### src/rtl/cacheline_burst_adaptor.sv
// Cache line (256b) to 4-beat 64b memory burst responder.
// One line transaction in flight; read wins over write in IDLE.
module cacheline_burst_adaptor #(
  parameter int LINE_WIDTH  = 256,
  parameter int BEAT_WIDTH  = 64,
  parameter int OFFSET_BITS = 5
) (
  input  logic                  clk,
  input  logic                  rst,
  input  logic [31:0]           line_address_i,
  input  logic                  line_read_i,
  input  logic                  line_write_i,
  input  logic [LINE_WIDTH-1:0] line_wdata_i,
  output logic [LINE_WIDTH-1:0] line_rdata_o,
  output logic                  line_resp_o,
  output logic [31:0]           burst_address_o,
  output logic                  burst_read_o,
  output logic                  burst_write_o,
  output logic [BEAT_WIDTH-1:0] burst_wdata_o,
  input  logic [BEAT_WIDTH-1:0] burst_rdata_i,
  input  logic                  burst_resp_i
);

  localparam int BEATS = LINE_WIDTH / BEAT_WIDTH;
  localparam int CW    = (BEATS > 1) ? $clog2(BEATS) : 1;
  localparam logic [CW-1:0] LAST = CW'(BEATS - 1);

  typedef enum logic [1:0] {
    IDLE,
    RD_BURST,
    WR_BURST,
    DONE
  } state_t;

  state_t                  state_q, state_d;
  logic [CW-1:0]           cnt_q, cnt_d;
  logic [31:0]             addr_q, addr_d;
  logic [LINE_WIDTH-1:0]   wline_q, wline_d;
  logic [LINE_WIDTH-1:0]   rline_q, rline_d;
  logic                    rd_q, rd_d;
  logic                    wr_q, wr_d;
  logic                    resp_q, resp_d;
  logic [31:0]             line_base;

  assign line_base = {line_address_i[31:OFFSET_BITS],
                      OFFSET_BITS'(0)};

  always_comb begin
    state_d = state_q;
    cnt_d   = cnt_q;
    addr_d  = addr_q;
    wline_d = wline_q;
    rline_d = rline_q;
    rd_d    = rd_q;
    wr_d    = wr_q;
    resp_d  = 1'b0;
    unique case (state_q)
      IDLE: begin
        if (line_read_i) begin
          addr_d  = line_base;
          cnt_d   = '0;
          rd_d    = 1'b1;
          state_d = RD_BURST;
        end else if (line_write_i) begin
          addr_d  = line_base;
          wline_d = line_wdata_i;
          cnt_d   = '0;
          wr_d    = 1'b1;
          state_d = WR_BURST;
        end
      end
      RD_BURST: begin
        if (burst_resp_i) begin
          rline_d[cnt_q*BEAT_WIDTH +: BEAT_WIDTH] = burst_rdata_i;
          cnt_d = cnt_q + CW'(1);
          if (cnt_q == LAST) begin
            rd_d    = 1'b0;
            resp_d  = 1'b1;
            state_d = DONE;
          end
        end
      end
      WR_BURST: begin
        if (burst_resp_i) begin
          cnt_d = cnt_q + CW'(1);
          if (cnt_q == LAST) begin
            wr_d    = 1'b0;
            resp_d  = 1'b1;
            state_d = DONE;
          end
        end
      end
      DONE: begin
        state_d = IDLE;
      end
      default: state_d = IDLE;
    endcase
  end

  always_ff @(posedge clk or negedge rst) begin
    if (!rst) begin
      state_q <= IDLE;
      cnt_q   <= '0;
      addr_q  <= '0;
      wline_q <= '0;
      rline_q <= '0;
      rd_q    <= 1'b0;
      wr_q    <= 1'b0;
      resp_q  <= 1'b0;
    end else begin
      state_q <= state_d;
      cnt_q   <= cnt_d;
      addr_q  <= addr_d;
      wline_q <= wline_d;
      rline_q <= rline_d;
      rd_q    <= rd_d;
      wr_q    <= wr_d;
      resp_q  <= resp_d;
    end
  end

  assign line_rdata_o    = rline_q;
  assign line_resp_o     = resp_q;
  assign burst_address_o = addr_q;
  assign burst_read_o    = rd_q;
  assign burst_write_o   = wr_q;
  assign burst_wdata_o   = wline_q[cnt_q*BEAT_WIDTH +: BEAT_WIDTH];

endmodule

### config.mk
export PLATFORM = sky130hd
export DESIGN_NAME = cacheline_burst_adaptor
export DESIGN_NICKNAME = d
export VERILOG_FILES = /design/src/rtl/cacheline_burst_adaptor.sv
export SDC_FILE = /design/constraint.sdc
export NUM_CORES = 1
export LEC_CHECK = 0
export CAP_MARGIN = 10
export CORE_AREA = 2 2 280 282
export CTS_BUF_LIST = sky130_fd_sc_hd__clkbuf_2
export CTS_CLUSTER_DIAMETER = 120
export DETAILED_ROUTE_END_ITERATION = 10
export DIE_AREA = 0 0 282 284
export GPL_ROUTABILITY_DRIVEN = 0
export SYNTH_ARGS = -nofsm -noshare
export SYNTH_HDL_FRONTEND = slang
export SYNTH_SLANG_ARGS = --single-unit
### constraint.sdc
create_clock -name clk -period 4.4 [get_ports clk]
set_input_delay 1.1 -clock clk [delete_from_list [all_inputs] [get_ports clk]]
set_output_delay 1.1 -clock clk [all_outputs]
set_load 0.01 [all_outputs]
## After elaboration in Yosys (flattened, before gate mapping)

Index checks and enable logic that the tools add are counted.

- Bitwise logic cells: 1
- Multiplexer cells: 22
- Shift operators: 3
- Add/subtract/negate cells: 2
- Reduce and logical (&&, ||, !) cells: 13
- Equal/unequal tests: 14

Operators with widths:

| cell | number |
|---|---|
| $bwmux W256 | 1 |
| $shift A64 B34 Y256 const A | 1 |
| $shiftx A256 B9 Y64 | 1 |
| $shiftx A64 B34 Y256 | 1 |
| $mux W32 | 2 |
| $neg A8 Y34 | 1 |
| $mux W2 | 7 |
| $ne A2 B2 Y1 const B | 7 |
| $reduce_and A3 Y1 | 3 |
| $mux W1 | 8 |
| $reduce_bool A2 Y1 | 4 |
| $eq A2 B2 Y1 const B | 3 |
| $pmux W2 S3 | 1 |
| $reduce_and A5 Y1 | 1 |
| $ne A2 B1 Y1 const B | 2 |
| $pmux W1 S2 | 2 |
| $pmux W2 S2 | 1 |
| $reduce_and A2 Y1 | 2 |
| $reduce_and A4 Y1 | 1 |
| $ne A3 B3 Y1 const B | 1 |
| $add A2 B1 Y2 const B | 1 |
| $eq A2 B1 Y1 const B | 1 |
| $logic_not A2 Y1 | 1 |
| $reduce_or A2 Y1 | 1 |
| $not A1 Y1 | 1 |

- Flip-flop bits (word level): 551
- Logic and storage cells: 63
- Input bits: 357

## Longest topological paths before layout

Gate-level depths: netlist of the first run.

- Depth in word-level cells: 4
- Depth in mapped cells: 8
- Gate-level depth less buffers: 5

## Worst setup path before layout of the first run

No wires, ideal clock.

- Path kind: register to output
- From: register cnt_q[0]
- To: output burst_wdata_o[0]
- Buffers on the path: 3
- Stages on the path, launching flop included: 5
- Path slack: 1693 ps
- Arrival: 1607 ps
- Data required time: 3300 ps
- Cell sequence: dfrtp_1 -> buf_2 -> buf_4 -> buf_2 -> mux4_2

- Cells in the longest elaborated chain, start to end: 1

RTL lines:

| what | RTL line | text |
|---|---|---|
| start, declared | 36 | `logic [CW-1:0] cnt_q, cnt_d;` |
| start signal, assigned | 112 | `cnt_q <= cnt_d;` |
| $shiftx A256 B9 Y64 | 127 | `assign burst_wdata_o = wline_q[cnt_q*BEAT_WIDTH +: BEAT_WIDTH];` |
| end, declared | 19 | `output logic [BEAT_WIDTH-1:0] burst_wdata_o,` |

Every way passes these cells.

## Worst setup path in the final report of the first run

- From: register cnt_q[0]
- To: output burst_wdata_o[9]

Same word-level chain as after synthesis.

==> results of run 1 <==
timing repair:
item / 4_1_cts / 5_1_grt
cloned: 1 / 0
setup endpoints to repair: 64 / 7
hold endpoints to repair: 73 / 0
gates resized for setup: 56 / 6
hold buffers: 1 / 0
buffers inserted: 11 / 6
sequential cells by signal, summed over array words and instances, names as in the netlist:
name / cells
line_rdata_o: 256
wline_q: 256
burst_address_o: 27
cnt_q: 2
state_q: 2
burst_read_o: 1
burst_write_o: 1
line_resp_o: 1
synth_stat cells, types with 2 or more instances:
library cell	instances	area (sq um)
dfrtp_1	546	13700
mux2_1	276	3110
a22o_1	256	2240
mux4_2	64	1440
buf_2	50	250
clkbuf_1	31	116
buf_4	11	82.6
ha_1	11	138
buf_6	10	113
mux2_2	7	78.8
inv_1	6	22.5
nand3_1	5	25.0
nand2_1	4	15.0
buf_1	3	11.3
o21ai_0	3	15.0
a21oi_1	2	10.0
mux2i_1	2	20.0
nand2b_1	2	12.5
nor2_1	2	7.51
o311ai_1	2	17.5
power by group through the flow:
stage	logic [uW]	clock network (uW)	registers [uW]
detailed placement	7020	0	7940
global route	7470	4200	7920
CTS	7060	3930	7710
global placement	6910	0	7830
finish	6960	3720	7700
floorplan	3300	0	7740
layer usage:
metal / vias to the layer above / global-route usage / wire (um)
met1: 7976 / 0.194 / 26700
met2: 669 / 0.298 / 36300
met4: 22 / 0.0820 / 2160
met3: 139 / 0.0798 / 7070
met5: - / 0 / 144
li1: 6706 / - / -
cells by family after synthesis:
group,Yosys count,synth area share
compound gates,269,0.108
fa+ha+maj,11,0.00638
flops,546,0.634
buf+inv,112,0.0278
other cells,1,0.000174
simple gates,24,0.00801
mux,349,0.216
per-stage QoR:
step / power, uW / instances
after floorplan: 11000 / 1316
after global placement: 14700 / 2990
after detailed placement: 15000 / 2990
after CTS: 18700 / 3271
after global routing: 19600 / 3287
final: 18400 / 3289
worst paths after layout:
check,startpoint,to,cells after the start
worst min register to register,wline_q[160]$_DFFE_PN0P_,wline_q[160]$_DFFE_PN0P_,1
worst max register to register,cnt_q[0]$_DFFE_PN0P_,line_rdata_o[253]$_DFFE_PN0P_,8
worst max-delay path,cnt_q[0]$_DFFE_PN0P_,burst_wdata_o[9],4
max in group asynchronous,rst,line_rdata_o[253]$_DFFE_PN0P_,3
worst min-delay path,rst,wline_q[222]$_DFFE_PN0P_,2
min in group clk,line_wdata_i[41],wline_q[41]$_DFFE_PN0P_,2
final cells by class:
class,instances,area [sq um],share of cell area
Inverter,7,26.3,0.000836
Clock inverter,45,264,0.00840
Timing Repair Buffer,758,7650,0.243
Sequential cell,546,13700,0.435
Multi-Input combinational cell,658,7370,0.234
Antenna cell,12,30.0,0.000956
Tap cell,1040,1300,0.0414
Clock buffer,223,1120,0.0355
==> flow_summary.json, run 1 <==
{
  "outcome": "finished, final reports clean",
  "p_int_uw": 12200,
  "grt_start_max_net_pins": 101,
  "syn_area_sq_mm": 0.0216,
  "core_sq_mm": 0.0770,
  "clkPwrFrac": 0.202,
  "grt_use_total": 0.179,
  "cts_sinks": 546,
  "num-fill-cells": 7222,
  "fin_area_sq_mm": 0.0314,
  "finalClockSkew_ps": 81.9,
  "combPwrFrac": 0.379,
  "fin_nets": 2490,
  "end_kind": "output port",
  "clkTransAtPathRegs_ps": 100,
  "rsz0062_at_grt": "true",
  "cp_data_required_time_ps": 3300,
  "dp_hpwl_um": 50500,
  "cts_tree": "built",
  "drc_errors": 0,
  "dr.pass1.iters": 5,
  "cpPeakStageDelay_ps": 510,
  "hold_path.class": "in -> async",
  "relSlewSlack": 0.338,
  "p_leak_uw": 0.0138,
  "num_rows": 102,
  "whs_ps": 456,
  "setup_viol": 0,
  "powerDensity_mw_per_mm2": 585,
  "ys_seq_area_frac": 0.634,
  "die_w_um": 282,
  "tns_ps": 0,
  "synth_flop_cell": "dfrtp_1",
  "path_buf_inv": 3,
  "boundaryPins": 712,
  "grt-ovfl-total": 0,
  "grt_pass1_vias": 17100,
  "seq_power_share": 0.419,
  "fin_util": 0.408,
  "dp_slack_ps": 742,
  "p_switching_uw": 6180,
  "max-cap-violations": 0,
  "finalWorstSetupSlack_ps": 317,
  "dpl_cell_area_sq_mm": 0.0298,
  "async_reset_ff_frac": 1.00,
  "ys_ff_latch": 546,
  "cts_root_buf": "clkbuf_2",
  "hold_violations": 0,
  "vias_per_cell": 4.72,
  "grt_pass1_wl_um": 108000,
  "syn_to_final_growth_pct": 45.8,
  "vdd_ir_drop_max_mv": 0.299,
  "r2r_slack_ps": 1590,
  "tightestPinTransition_ps": 993,
  "period_needed_ps": 4080,
  "avgSynthCellArea_sq_um": 16.4,
  "cts_buffer_depth": 3,
  "crit_slowest_cell": "clkdlybuf4s50_1",
  "htreeDepth": 4,
  "drive_gt1_frac": 0.172,
  "cp_top_family": "buffers and inverters",
  "routed_wl_um": 72400,
  "antenna_found_initial": 23,
  "fmax_mhz": 245,
  "maxSlewViolCount": 0,
  "synth_enable_flop_cells": 0,
  "min_period_over_period": 0.928,
  "fp.dieArea_sq_mm": 0.0801,
  "port-buffer-count": 701,
  "initial_core_util": 0.280,
  "cp_max_fo": 10,
  "clk_latency_ps": 1240,
  "final_cell_mix": "clkdlybuf4s50_1 (645), dfrtp_1 (544), mux2_1 (276)",
  "critPathLaunchType": "flip-flop",
  "mostFrequentLayoutCell": "clkdlybuf4s50_1",
  "swShare": 0.336,
  "cp_data_arrival_time_ps": 2980,
  "crit_type": "reg -> out",
  "die_h_um": 284,
  "synthDistinctLibCells": 39,
  "avgRoutedWirePerCell_um": 22.0,
  "drtAntennaViolNets": 0,
  "syn_inst": 1312,
  "crit_chain": "buf_12 -> buf_8 -> mux4_2 -> clkdlybuf4s50_1",
  "num_vias": 15500,
  "drt-initial-drc-count": 575,
  "cts_inserted_buffers": 151,
  "yosys_warnings": 0
}
Note: power is estimated with default switching activity, not from simulation.
==> run 2: changes to the inputs <==
--- a/config.mk
+++ b/config.mk
@@ -5,7 +5,7 @@
 export SDC_FILE = /design/constraint.sdc
 export NUM_CORES = 1
 export LEC_CHECK = 0
-export CAP_MARGIN = 10
+export CAP_MARGIN = 20
 export CORE_AREA = 2 2 280 282
 export CTS_BUF_LIST = sky130_fd_sc_hd__clkbuf_2
 export CTS_CLUSTER_DIAMETER = 120
==> results of run 2 <==
Same layout as run 1: the final DEF is identical, and so are final timing and power.
